===== src/rtl/vga_pkg.sv =====
// Shared definitions for the VGA raster timing slice: 640x480@60 timing
// defaults, coordinate type, colour struct and small helper functions.
package vga_pkg;

    localparam int COORD_W = 10;

    // 640x480@60 defaults (25 MHz pixel rate from a 50 MHz clock).
    localparam int H_ACTIVE_DEF = 640;
    localparam int H_FP_DEF     = 16;
    localparam int H_SYNC_DEF   = 96;
    localparam int H_BP_DEF     = 48;
    localparam int V_ACTIVE_DEF = 480;
    localparam int V_FP_DEF     = 10;
    localparam int V_SYNC_DEF   = 2;
    localparam int V_BP_DEF     = 33;
    localparam int PIX_DIV_DEF  = 2;
    localparam bit SYNC_POL_DEF = 1'b0;

    typedef logic [COORD_W-1:0] coord_t;

    typedef struct packed {
        logic [3:0] r;
        logic [3:0] g;
        logic [3:0] b;
    } rgb_t;

    // True when lo <= c < hi; done in int so a window ending at 1024 works.
    function automatic logic in_span(input coord_t c, input int lo, input int hi);
        return (int'(c) >= lo) && (int'(c) < hi);
    endfunction

    // Colour of the vertical bar containing column x (bar index bits -> R,G,B).
    function automatic rgb_t bar_colour(input coord_t x, input int bar_w);
        int   idx;
        rgb_t c;
        idx = int'(x) / bar_w;
        c.r = {4{idx[2]}};
        c.g = {4{idx[1]}};
        c.b = {4{idx[0]}};
        return c;
    endfunction

endpackage


===== src/rtl/vga_timing_gen_if.sv =====
// Raster timing bundle: coordinates, active flag, syncs, ticks and test colours.
// The timing generator drives it through the master modport; sprite/colour
// logic consumes it through the slave modport.
interface vga_timing_gen_if;
    import vga_pkg::*;

    logic       oPixEn;
    coord_t     oX;
    coord_t     oY;
    logic       oActive;
    logic       oVGA_HS;
    logic       oVGA_VS;
    logic       oLineTick;
    logic       oFrameTick;
    logic [3:0] oTestR;
    logic [3:0] oTestG;
    logic [3:0] oTestB;

    modport master (
        output oPixEn, oX, oY, oActive, oVGA_HS, oVGA_VS,
        output oLineTick, oFrameTick, oTestR, oTestG, oTestB
    );

    modport slave (
        input oPixEn, oX, oY, oActive, oVGA_HS, oVGA_VS,
        input oLineTick, oFrameTick, oTestR, oTestG, oTestB
    );

endinterface


===== src/rtl/vga_axis_counter.sv =====
// One raster axis: counts 0..ACTIVE+FP+SYNC+BP-1 on enable, flags the
// terminal step (wrap), and keeps registered active/sync flags for the
// count it holds. The flags are reloaded on every refresh strobe so an axis
// whose count only moves occasionally still leaves reset with valid flags.
// With VGA_TIMING_TEST_PATTERN_EN the look-ahead count is exported so the
// parent can register data aligned with the counter.
module vga_axis_counter
    import vga_pkg::*;
#(
    parameter int ACTIVE = H_ACTIVE_DEF,
    parameter int FP     = H_FP_DEF,
    parameter int SYNC   = H_SYNC_DEF,
    parameter int BP     = H_BP_DEF,
    parameter bit POL    = SYNC_POL_DEF
) (
    input  logic   clk,
    input  logic   rst_n,
    input  logic   enable,
    input  logic   refresh,
    output coord_t count,
`ifdef VGA_TIMING_TEST_PATTERN_EN
    output coord_t count_next,
`endif
    output logic   wrap,
    output logic   active,
    output logic   sync
);

    localparam int TOTAL      = ACTIVE + FP + SYNC + BP;
    localparam int SYNC_START = ACTIVE + FP;
    localparam int SYNC_END   = ACTIVE + FP + SYNC;
    localparam coord_t LAST   = coord_t'(TOTAL - 1);

    if (TOTAL > (1 << COORD_W)) begin : g_total_check
        $error("vga_axis_counter: total %0d does not fit a %0d-bit counter", TOTAL, COORD_W);
    end

`ifndef VGA_TIMING_TEST_PATTERN_EN
    coord_t count_next;
`endif

    coord_t count_reg;
    logic   active_reg;
    logic   sync_reg;

    assign wrap = enable && (count_reg == LAST);

    // Look-ahead count: what the counter will hold after this edge.
    always_comb begin
        count_next = count_reg;
        if (enable) begin
            count_next = wrap ? '0 : count_reg + 1'b1;
        end
    end

    // Count register plus window flags computed from the look-ahead count,
    // so flags and count change on the same edge.
    always_ff @(posedge clk) begin
        if (!rst_n) begin
            count_reg  <= '0;
            active_reg <= 1'b0;
            sync_reg   <= ~POL;
        end else begin
            if (enable) begin
                count_reg <= count_next;
            end
            if (refresh) begin
                active_reg <= in_span(count_next, 0, ACTIVE);
                sync_reg   <= in_span(count_next, SYNC_START, SYNC_END) ? POL : ~POL;
            end
        end
    end

    assign count  = count_reg;
    assign active = active_reg;
    assign sync   = sync_reg;

endmodule


===== src/rtl/vga_timing_gen.sv =====
// VGA raster timing generator. Derives the pixel slot from the system clock
// with a clock-enable divider, runs horizontal/vertical axis counters and
// emits aligned coordinates, active flag, syncs, line/frame ticks.
// Optional colour-bar test pattern: define VGA_TIMING_TEST_PATTERN_EN.
module vga_timing_gen
    import vga_pkg::*;
#(
    parameter int H_ACTIVE = H_ACTIVE_DEF,
    parameter int H_FP     = H_FP_DEF,
    parameter int H_SYNC   = H_SYNC_DEF,
    parameter int H_BP     = H_BP_DEF,
    parameter int V_ACTIVE = V_ACTIVE_DEF,
    parameter int V_FP     = V_FP_DEF,
    parameter int V_SYNC   = V_SYNC_DEF,
    parameter int V_BP     = V_BP_DEF,
    parameter int PIX_DIV  = PIX_DIV_DEF,
    parameter bit SYNC_POL = SYNC_POL_DEF
) (
    input  logic             iClock,
    input  logic             iReset_n,
    vga_timing_gen_if.master vga
);

    localparam int DIV_W = (PIX_DIV > 1) ? $clog2(PIX_DIV) : 1;

    if (PIX_DIV < 1) begin : g_div_check
        $error("vga_timing_gen: PIX_DIV must be at least 1 (got %0d)", PIX_DIV);
    end

    logic [DIV_W-1:0] div_reg;
    logic             pe;
    logic             pix_en_reg;
    logic             line_tick_reg;
    logic             frame_tick_reg;

    coord_t h_count;
    coord_t v_count;
    logic   h_wrap;
    logic   v_wrap;
    logic   h_active;
    logic   v_active;
    logic   h_sync;
    logic   v_sync;
    logic   v_enable;

    assign pe       = (div_reg == DIV_W'(PIX_DIV - 1));
    assign v_enable = pe & h_wrap;

`ifdef VGA_TIMING_TEST_PATTERN_EN
    coord_t h_next;
    coord_t v_next;
`endif

    vga_axis_counter #(
        .ACTIVE (H_ACTIVE),
        .FP     (H_FP),
        .SYNC   (H_SYNC),
        .BP     (H_BP),
        .POL    (SYNC_POL)
    ) h_counter (
        .clk        (iClock),
        .rst_n      (iReset_n),
        .enable     (pe),
        .refresh    (pe),
        .count      (h_count),
`ifdef VGA_TIMING_TEST_PATTERN_EN
        .count_next (h_next),
`endif
        .wrap       (h_wrap),
        .active     (h_active),
        .sync       (h_sync)
    );

    vga_axis_counter #(
        .ACTIVE (V_ACTIVE),
        .FP     (V_FP),
        .SYNC   (V_SYNC),
        .BP     (V_BP),
        .POL    (SYNC_POL)
    ) v_counter (
        .clk        (iClock),
        .rst_n      (iReset_n),
        .enable     (v_enable),
        .refresh    (pe),
        .count      (v_count),
`ifdef VGA_TIMING_TEST_PATTERN_EN
        .count_next (v_next),
`endif
        .wrap       (v_wrap),
        .active     (v_active),
        .sync       (v_sync)
    );

    // Pixel-rate divider and the pixel/line/frame strobes, all delayed one
    // cycle so they coincide with the coordinate they belong to.
    always_ff @(posedge iClock) begin
        if (!iReset_n) begin
            div_reg        <= '0;
            pix_en_reg     <= 1'b0;
            line_tick_reg  <= 1'b0;
            frame_tick_reg <= 1'b0;
        end else begin
            div_reg        <= pe ? '0 : div_reg + 1'b1;
            pix_en_reg     <= pe;
            line_tick_reg  <= h_wrap;
            frame_tick_reg <= v_wrap;
        end
    end

    assign vga.oPixEn     = pix_en_reg;
    assign vga.oX         = h_count;
    assign vga.oY         = v_count;
    // Both flags are flops reloaded on the same pixel edge.
    assign vga.oActive    = h_active & v_active;
    assign vga.oVGA_HS    = h_sync;
    assign vga.oVGA_VS    = v_sync;
    assign vga.oLineTick  = line_tick_reg;
    assign vga.oFrameTick = frame_tick_reg;

`ifdef VGA_TIMING_TEST_PATTERN_EN
    localparam int BAR_W = (H_ACTIVE >= 8) ? (H_ACTIVE / 8) : 1;

    rgb_t pattern_reg;
    logic next_active;

    assign next_active = in_span(h_next, 0, H_ACTIVE) && in_span(v_next, 0, V_ACTIVE);

    // Colour bars registered from the look-ahead coordinate, aligned with oX.
    always_ff @(posedge iClock) begin
        if (!iReset_n) begin
            pattern_reg <= '0;
        end else if (pe) begin
            pattern_reg <= next_active ? bar_colour(h_next, BAR_W) : '0;
        end
    end

    assign vga.oTestR = pattern_reg.r;
    assign vga.oTestG = pattern_reg.g;
    assign vga.oTestB = pattern_reg.b;
`else
    assign vga.oTestR = 4'b0000;
    assign vga.oTestG = 4'b0000;
    assign vga.oTestB = 4'b0000;
`endif

endmodule


===== src/flat_wrapper.sv =====
// flat-port wrapper written by rule: the top's interface ports become plain ports
module vga_timing_gen_flat import vga_pkg::*;
#(
    parameter int H_ACTIVE = H_ACTIVE_DEF,
    parameter int H_FP     = H_FP_DEF,
    parameter int H_SYNC   = H_SYNC_DEF,
    parameter int H_BP     = H_BP_DEF,
    parameter int V_ACTIVE = V_ACTIVE_DEF,
    parameter int V_FP     = V_FP_DEF,
    parameter int V_SYNC   = V_SYNC_DEF,
    parameter int V_BP     = V_BP_DEF,
    parameter int PIX_DIV  = PIX_DIV_DEF,
    parameter bit SYNC_POL = SYNC_POL_DEF
)
  (iClock, iReset_n, vga_oPixEn, vga_oX, vga_oY, vga_oActive, vga_oVGA_HS, vga_oVGA_VS, vga_oLineTick, vga_oFrameTick, vga_oTestR, vga_oTestG, vga_oTestB);
  vga_timing_gen_if vga_i ();
  input  logic iClock;
  input  logic iReset_n;
  output wire logic [$bits(vga_i.oPixEn)-1:0] vga_oPixEn;
  output wire logic [$bits(vga_i.oX)-1:0] vga_oX;
  output wire logic [$bits(vga_i.oY)-1:0] vga_oY;
  output wire logic [$bits(vga_i.oActive)-1:0] vga_oActive;
  output wire logic [$bits(vga_i.oVGA_HS)-1:0] vga_oVGA_HS;
  output wire logic [$bits(vga_i.oVGA_VS)-1:0] vga_oVGA_VS;
  output wire logic [$bits(vga_i.oLineTick)-1:0] vga_oLineTick;
  output wire logic [$bits(vga_i.oFrameTick)-1:0] vga_oFrameTick;
  output wire logic [$bits(vga_i.oTestR)-1:0] vga_oTestR;
  output wire logic [$bits(vga_i.oTestG)-1:0] vga_oTestG;
  output wire logic [$bits(vga_i.oTestB)-1:0] vga_oTestB;
  assign vga_oPixEn = vga_i.oPixEn;
  assign vga_oX = vga_i.oX;
  assign vga_oY = vga_i.oY;
  assign vga_oActive = vga_i.oActive;
  assign vga_oVGA_HS = vga_i.oVGA_HS;
  assign vga_oVGA_VS = vga_i.oVGA_VS;
  assign vga_oLineTick = vga_i.oLineTick;
  assign vga_oFrameTick = vga_i.oFrameTick;
  assign vga_oTestR = vga_i.oTestR;
  assign vga_oTestG = vga_i.oTestG;
  assign vga_oTestB = vga_i.oTestB;
  vga_timing_gen #(.H_ACTIVE(H_ACTIVE), .H_FP(H_FP), .H_SYNC(H_SYNC), .H_BP(H_BP), .V_ACTIVE(V_ACTIVE), .V_FP(V_FP), .V_SYNC(V_SYNC), .V_BP(V_BP), .PIX_DIV(PIX_DIV), .SYNC_POL(SYNC_POL)) u_core (.iClock(iClock), .iReset_n(iReset_n), .vga(vga_i));
endmodule

===== config.mk =====
export PLATFORM = sky130hd
export DESIGN_NAME = vga_timing_gen_flat
export DESIGN_NICKNAME = d
export VERILOG_FILES = /design/src/rtl/vga_pkg.sv /design/src/rtl/vga_timing_gen_if.sv /design/src/rtl/vga_axis_counter.sv /design/src/rtl/vga_timing_gen.sv /design/src/flat_wrapper.sv
export SDC_FILE = /design/constraint.sdc
export NUM_CORES = 1
export LEC_CHECK = 0
export ABC_AREA = 1
export CAP_MARGIN = 0
export CORE_ASPECT_RATIO = 0.8
export CORE_MARGIN = 5
export CORE_UTILIZATION = 36
export DETAILED_ROUTE_END_ITERATION = 10
export GPL_TIMING_DRIVEN = 0
export HOLD_SLACK_MARGIN = 0.15
export SYNTH_ARGS = -nofsm -noshare
export SYNTH_HDL_FRONTEND = slang
export SYNTH_SLANG_ARGS = --single-unit

===== constraint.sdc =====
create_clock -name iClock -period 2.3 [get_ports iClock]
set_input_delay 0.46 -clock iClock [delete_from_list [all_inputs] [get_ports iClock]]
set_output_delay 0.46 -clock iClock [all_outputs]
set_load 0.05 [all_outputs]

==> flow_summary.ini, run 1 <==
[cells_and_area]
most-common-layout-cells = nand2_1, inv_1, nor2_1
layout_commonest_cell = nand2_1
multiInputGateArea_um2 = 938.4
area_growth_pct = 27.03
fin_util = 0.4710
fillers = 494
nets = 295
diodes = 0
ff_latch_area_um2 = 560.5
final_area_mm2 = 0.002152
drive_gt1_frac = 0.1384

[critical_path]
crit_type = flip-flop to output port
r2r-start = u_core.h_counter.count[0]$_SDFFE_PN0P_
path_delay_family = buffers and inverters
cp_slowest_cell = clkdlybuf4s50_1
worstPathRequired_ns = 1.84
crit_chain = clkdlybuf4s50_1
crit_path_max_fanout = 8
setup.worst_path.start = u_core.h_counter.count[4]$_SDFFE_PN0P_
startpoint_type = flip-flop
slowest_delay_ns = 0.87
worst-path-stages = 1
path_buf_inv = 1
reg2reg_depth = 12
crit_arrival_ns = 1.65
endpoint_kind = output port

[min_path]
whs_path_depth = 2
hold_path.class = flip-flop to flip-flop
min_from = u_core.v_counter.active$_SDFFE_PN0P_

[floorplan]
die_height_um = 71.36
num_rows = 22
dieWidth_um = 86.70
dieArea_mm2 = 0.006186
core_mm2 = 0.004569
initial_core_util = 0.3708
io_pins = 40

[global_routing]
grt_max_degree = 17
grtUsageTotal = 0.1368
grt_pass1_wl_um = 6782
antenna_found_initial = 0
grt.overflow.total = 0
grt_pass1_vias = 1418

[synthesis]
yosysTopAreaCell = dfxtp_1
synth_cell_types = 29
synthCells = 247
synth-seq-area-share = 0.3309
synth_top_area_frac = 0.3309
synth_seq_cells = 28
avgSynthCellArea_um2 = 6.859
ys_warn_count = 0
syn_area_mm2 = 0.001694
synth_area_leaders = dfxtp_1, nand2_1, inv_1

[clocking]
cts_buffer_depth = 2
holdBufCountCts = 0
postCtsSetupRepairBufs = 0
cts.sinks = 28
cts.repair.resized = 0
clock_latency_ns = 0.28
clkTransAtPathRegs_ns = 0.10
cts_tree = yes
numCtsBuffers = 3
cts-htree-levels = 1
ctsRootBufferMaster = clkbuf_8

[sta]
slew_violations = 0
setup_tns_ns = 0
slew_headroom = 0.6634
fin_crit_ns = 2.106
fin_skew_ns = 0.003323
finalCritPeriodShare = 0.9157
rsz0062_at_grt = false
max_freq_mhz = 474.8
final_hold_viol_count = 0
setup_viol = 0
worst-slew-pin-transition_ns = 0.5033

[placement]
place.gp.congestion = 0.8521
portBuffers = 27
dp_hpwl_um = 3146
dpl_cell_area_mm2 = 0.002081

[route]
drtIter0Drc = 117
drtPass1Iterations = 4
drc_errors = 0
wl_per_cell_um = 11.53
dr_total_vias = 1602
drt_wl_total_um = 4025
antenna_left = 0
routed_via_density = 4.590

[power_and_ir_drop]
leakage_uw = 0.001002
switching_share = 0.2515
p_per_area_mw_per_mm2 = 469.6
netSwitchingPower_uw = 254.2
pwr-share-comb = 0.114
p_clk_frac = 0.393
ir_drop_v = 0.0002684
intPower_uw = 756.4
p_seq_frac = 0.493

[run]
cap_violations = 0

[status]
status = finished, final reports clean
per-layer routing:
layer / track usage / wire length, um / up-vias
met5: 0 / 0 / -
met4: 0.03460 / 53 / 0
met3: 0.02299 / 243 / 7
met2: 0.2088 / 1692 / 50
met1: 0.1994 / 2036 / 703
li1: - / - / 842
path summary, 6_finish.rpt:
kind | endpoint | slack [ns]
setup reg to reg | u_core.v_counter.sync$_SDFFE_PN1P_ | 0.43
hold / removal | u_core.v_counter.active$_SDFFE_PN0P_ | 0.47
hold reg to reg | u_core.v_counter.active$_SDFFE_PN0P_ | 0.47
setup / recovery | vga_oX[4] | 0.19
kinds of logic (layout without fill, tap and decap cells):
kind of cell / Yosys count / in the layout / share of synthesized area
and+or+nand+nor: 147 / 147 / 0.4350
buffers and inverters: 48 / 79 / 0.1396
DFF: 28 / 28 / 0.3309
AOI/OAI and AO/OA: 18 / 18 / 0.05982
adders and majority gates: 3 / 3 / 0.02216
xor gates and xnor gates: 2 / 2 / 0.01034
other: 1 / 12 / 0.002214
synthesized netlist by cell type, drive strengths merged:
master,count
a211oi,1
a21oi,11
a32o,1
buf,14
clkbuf,1
conb,1
dfxtp,28
ha,3
inv,33
nand2,72
nand3,23
nand4,9
nor2,38
nor3,4
nor4,1
o21ai,5
xor2,2
per-stage QoR:
| stage | power (uW) | hold WS [ns] | worst slack (ns) | std cells |
|---|---|---|---|---|
| final | 1011 | 0.4716 | 0.1939 | 349 |
| after global routing | 1048 | 0.5149 | 0.1449 | 349 |
| after CTS | 1023 | 0.4689 | 0.1961 | 349 |
| after detailed placement | 623.9 | 0.4414 | 0.4131 | 345 |
| after global placement | 623.2 | 0.4407 | 0.4486 | 345 |
| after floorplan | 604.4 | 0.4257 | 0.3016 | 258 |
layout make-up:
| type | instances | area share |
|---|---|---|
| clock buffers | 3 | 0.01919 |
| multi-input cells | 182 | 0.4360 |
| flip-flops and latches | 28 | 0.2605 |
| inverters | 33 | 0.05756 |
| clock inverters | 1 | 0.01395 |
| plain buffers | 15 | 0.05233 |
| repair buffers | 27 | 0.1256 |
| well taps | 60 | 0.03488 |
power groups by stage:
stage / registers, uW / logic, uW / clock network [uW]
2_1_floorplan: 521 / 83.4 / 0
3_5_place_dp: 509 / 114 / 0
4_1_cts: 498 / 115 / 409
6_report: 498 / 115 / 397
5_1_grt: 500 / 123 / 426
3_3_place_gp: 509 / 114 / 0
Note: power is estimated with default switching activity, not from simulation.
==> inputs of run 2 (changes only) <==
CTS_CLUSTER_DIAMETER = 40   (was default)
==> results of run 2 <==
The final DEF is identical to that of run 1; final timing and power are the same.
==> variant, RTL diff (settings of run 2) <==
`SYNC_POL_DEF`: 1'b0 -> 1'b1.
--- a/src/rtl/vga_pkg.sv
+++ b/src/rtl/vga_pkg.sv
@@ -16,3 +16,3 @@
     localparam int PIX_DIV_DEF  = 2;
-    localparam bit SYNC_POL_DEF = 1'b0;
+    localparam bit SYNC_POL_DEF = 1'b1;
 
Check against the original RTL: not equivalent (Yosys sat finds a counterexample within 4 cycles, from zero or initial values and one cycle with iReset_n low).
==> variant against run 2 <==
  * Design area decreased by 0.99%
  * Sequential cell count unchanged
  * Power decreased by 0.29%
  * Area after synthesis decreased by 1.3%
  * Worst setup slack improved by 0.030 ns
  * Via count increased by 0.75%
  * Clock skew increased by 0.00055 ns
  * Wire length decreased by 3.1%
==> variant: results <==
group,metric,value,unit
status,run_status,"finished, final reports clean",
cells_and_area,final_layout_size_suffix_gt1_share,9.74,%
placed_design,finalWeightedCongestion,0.859,
pwr,power_switching_share,24.8,%
yosys,synth-warning-count,0,
critical_path,critical_path.slowest_cell,"clkdlybuf4s50_1",
pwr,max-vdd-ir-drop,0.289,mV
clock_tree,cts_resized,0,
global_route,first_global_vias,1378,
drt,drt_first_iter_violations,116,
yosys,yosys-mux-area-fraction,0,%
yosys,yosys_most_used_dff,"dfxtp_1",
yosys,synth.top_cells.by_count,"nand2_1, inv_1, nor2_1",
yosys,share_of_synthesized_cell_area_in_full_adder_half_adder_and_majority_cells,2.24,%
global_route,grt.total_usage,12.8,%
clock_tree,number_of_setup_buffers_added_after_cts,0,
yosys,synth_compound_gate_area_share,5.24,%
placed_design,placement_stage_cell_area,0.00206,mm²
yosys,seq_area_frac_synth,33.5,%
global_route,antenna_found_initial,0,
global_route,wire_length_of_the_first_global_routing_pass,6360,µm
global_route,grt_start_max_net_pins,17,
sta,worst_pin_slew,0.500,ns
critical_path,crit_path_max_fanout,7,
critical_path,critical_path_arrival,1.62,ns
yosys,post-synth-top-area-fraction,33.5,%
yosys,post_synth_main_area_contributors,"dfxtp_1, nand2_1, inv_1",
cells_and_area,layout.nets,314,
placed_design,dp_hpwl,3100,µm
sta,skew,0.00387,ns
cells_and_area,num_antenna_cells,0,
cells_and_area,n_fill_cell,491,
yosys,synth_xor_xnor_area_share,0.524,%
drt,vias_per_cell,4.39,
clock_tree,cts_made_buffers,3,
min_path,min_path_type,"reg2reg",
placed_design,port_buffers,27,
pwr,leakagePower,0.00102,µW
drt,avgRoutedWirePerCell,10.6,µm
yosys,synthDistinctLibCells,26,
-- variant: cell types whose count changed after synthesis, moves of 3 or more --
cell,change
o21ai_0,+4
inv_1,+5
nor2_1,+5
nand2_4,-3
nor2_8,-3
nand2_1,+16
-- variant: logic make-up (layout without fill, tap and decap cells) --
kind of cell,Yosys count,count (layout)
AOI/OAI and AO/OA,17,17
xor gates and xnor gates,1,1
adders and majority gates,3,3
buffers and inverters,54,85
DFF,28,28
other,1,12
and+or+nand+nor,162,162
-- variant: cell type report --
class,instances,area [µm²],area share [%]
Inverter,39,150,7.05
Sequential cell,28,561,26.3
Buffer,15,110,5.17
Clock inverter,1,30.0,1.41
Timing Repair Buffer,27,270,12.7
Multi-Input combinational cell,195,893,41.9
Clock buffer,3,41.3,1.94
Tap cell,60,75.1,3.52
-- variant: routing by layer --
| metal | share of wire (%) | up-vias | global-route usage, % |
|---|---|---|---|
| met5 | 0 | - | 0 |
| met3 | 7.0 | 2 | 3.84 |
| met2 | 40 | 44 | 18.4 |
| met4 | 0.31 | 0 | 1.56 |
| li1 | - | 893 | - |
| met1 | 53 | 675 | 19.3 |
-- variant: path summary, 6_finish.rpt --
path | slack, ns | depth (start not counted) | to | from
hold reg to reg | 0.46 | 2 | u_core.v_counter.sync$_SDFFE_PN0P_ | u_core.v_counter.sync$_SDFFE_PN0P_
setup / recovery | 0.22 | 1 | vga_oY[7] | u_core.v_counter.count[7]$_SDFFE_PN0N_
hold / removal | 0.46 | 2 | u_core.v_counter.sync$_SDFFE_PN0P_ | u_core.v_counter.sync$_SDFFE_PN0P_
setup reg to reg | 0.45 | 10 | u_core.v_counter.sync$_SDFFE_PN0P_ | u_core.h_counter.count[0]$_SDFFE_PN0P_
-- variant: metrics by stage --
stage | utilization [%] | hold slack, ns | instances | total power (µW) | setup slack, ns
floorplan | - | 0.426 | 277 | 608 | 0.361
global placement | 45.3 | 0.441 | 364 | 629 | 0.316
detailed placement | 45.3 | 0.444 | 364 | 628 | 0.342
CTS | 46.9 | 0.462 | 368 | 1020 | 0.219
global route | 46.9 | 0.477 | 368 | 1050 | 0.169
finish | 46.9 | 0.457 | 368 | 1010 | 0.223
-- variant: power groups by stage --
stage          Sequential [µW]  Clock (µW)  Combinational [µW]
6_report                   498         390                 119
5_1_grt                    500         426                 127
4_1_cts                    498         406                 120
3_5_place_dp               509           0                 119
3_3_place_gp               509           0                 120
2_1_floorplan              521           0                86.6
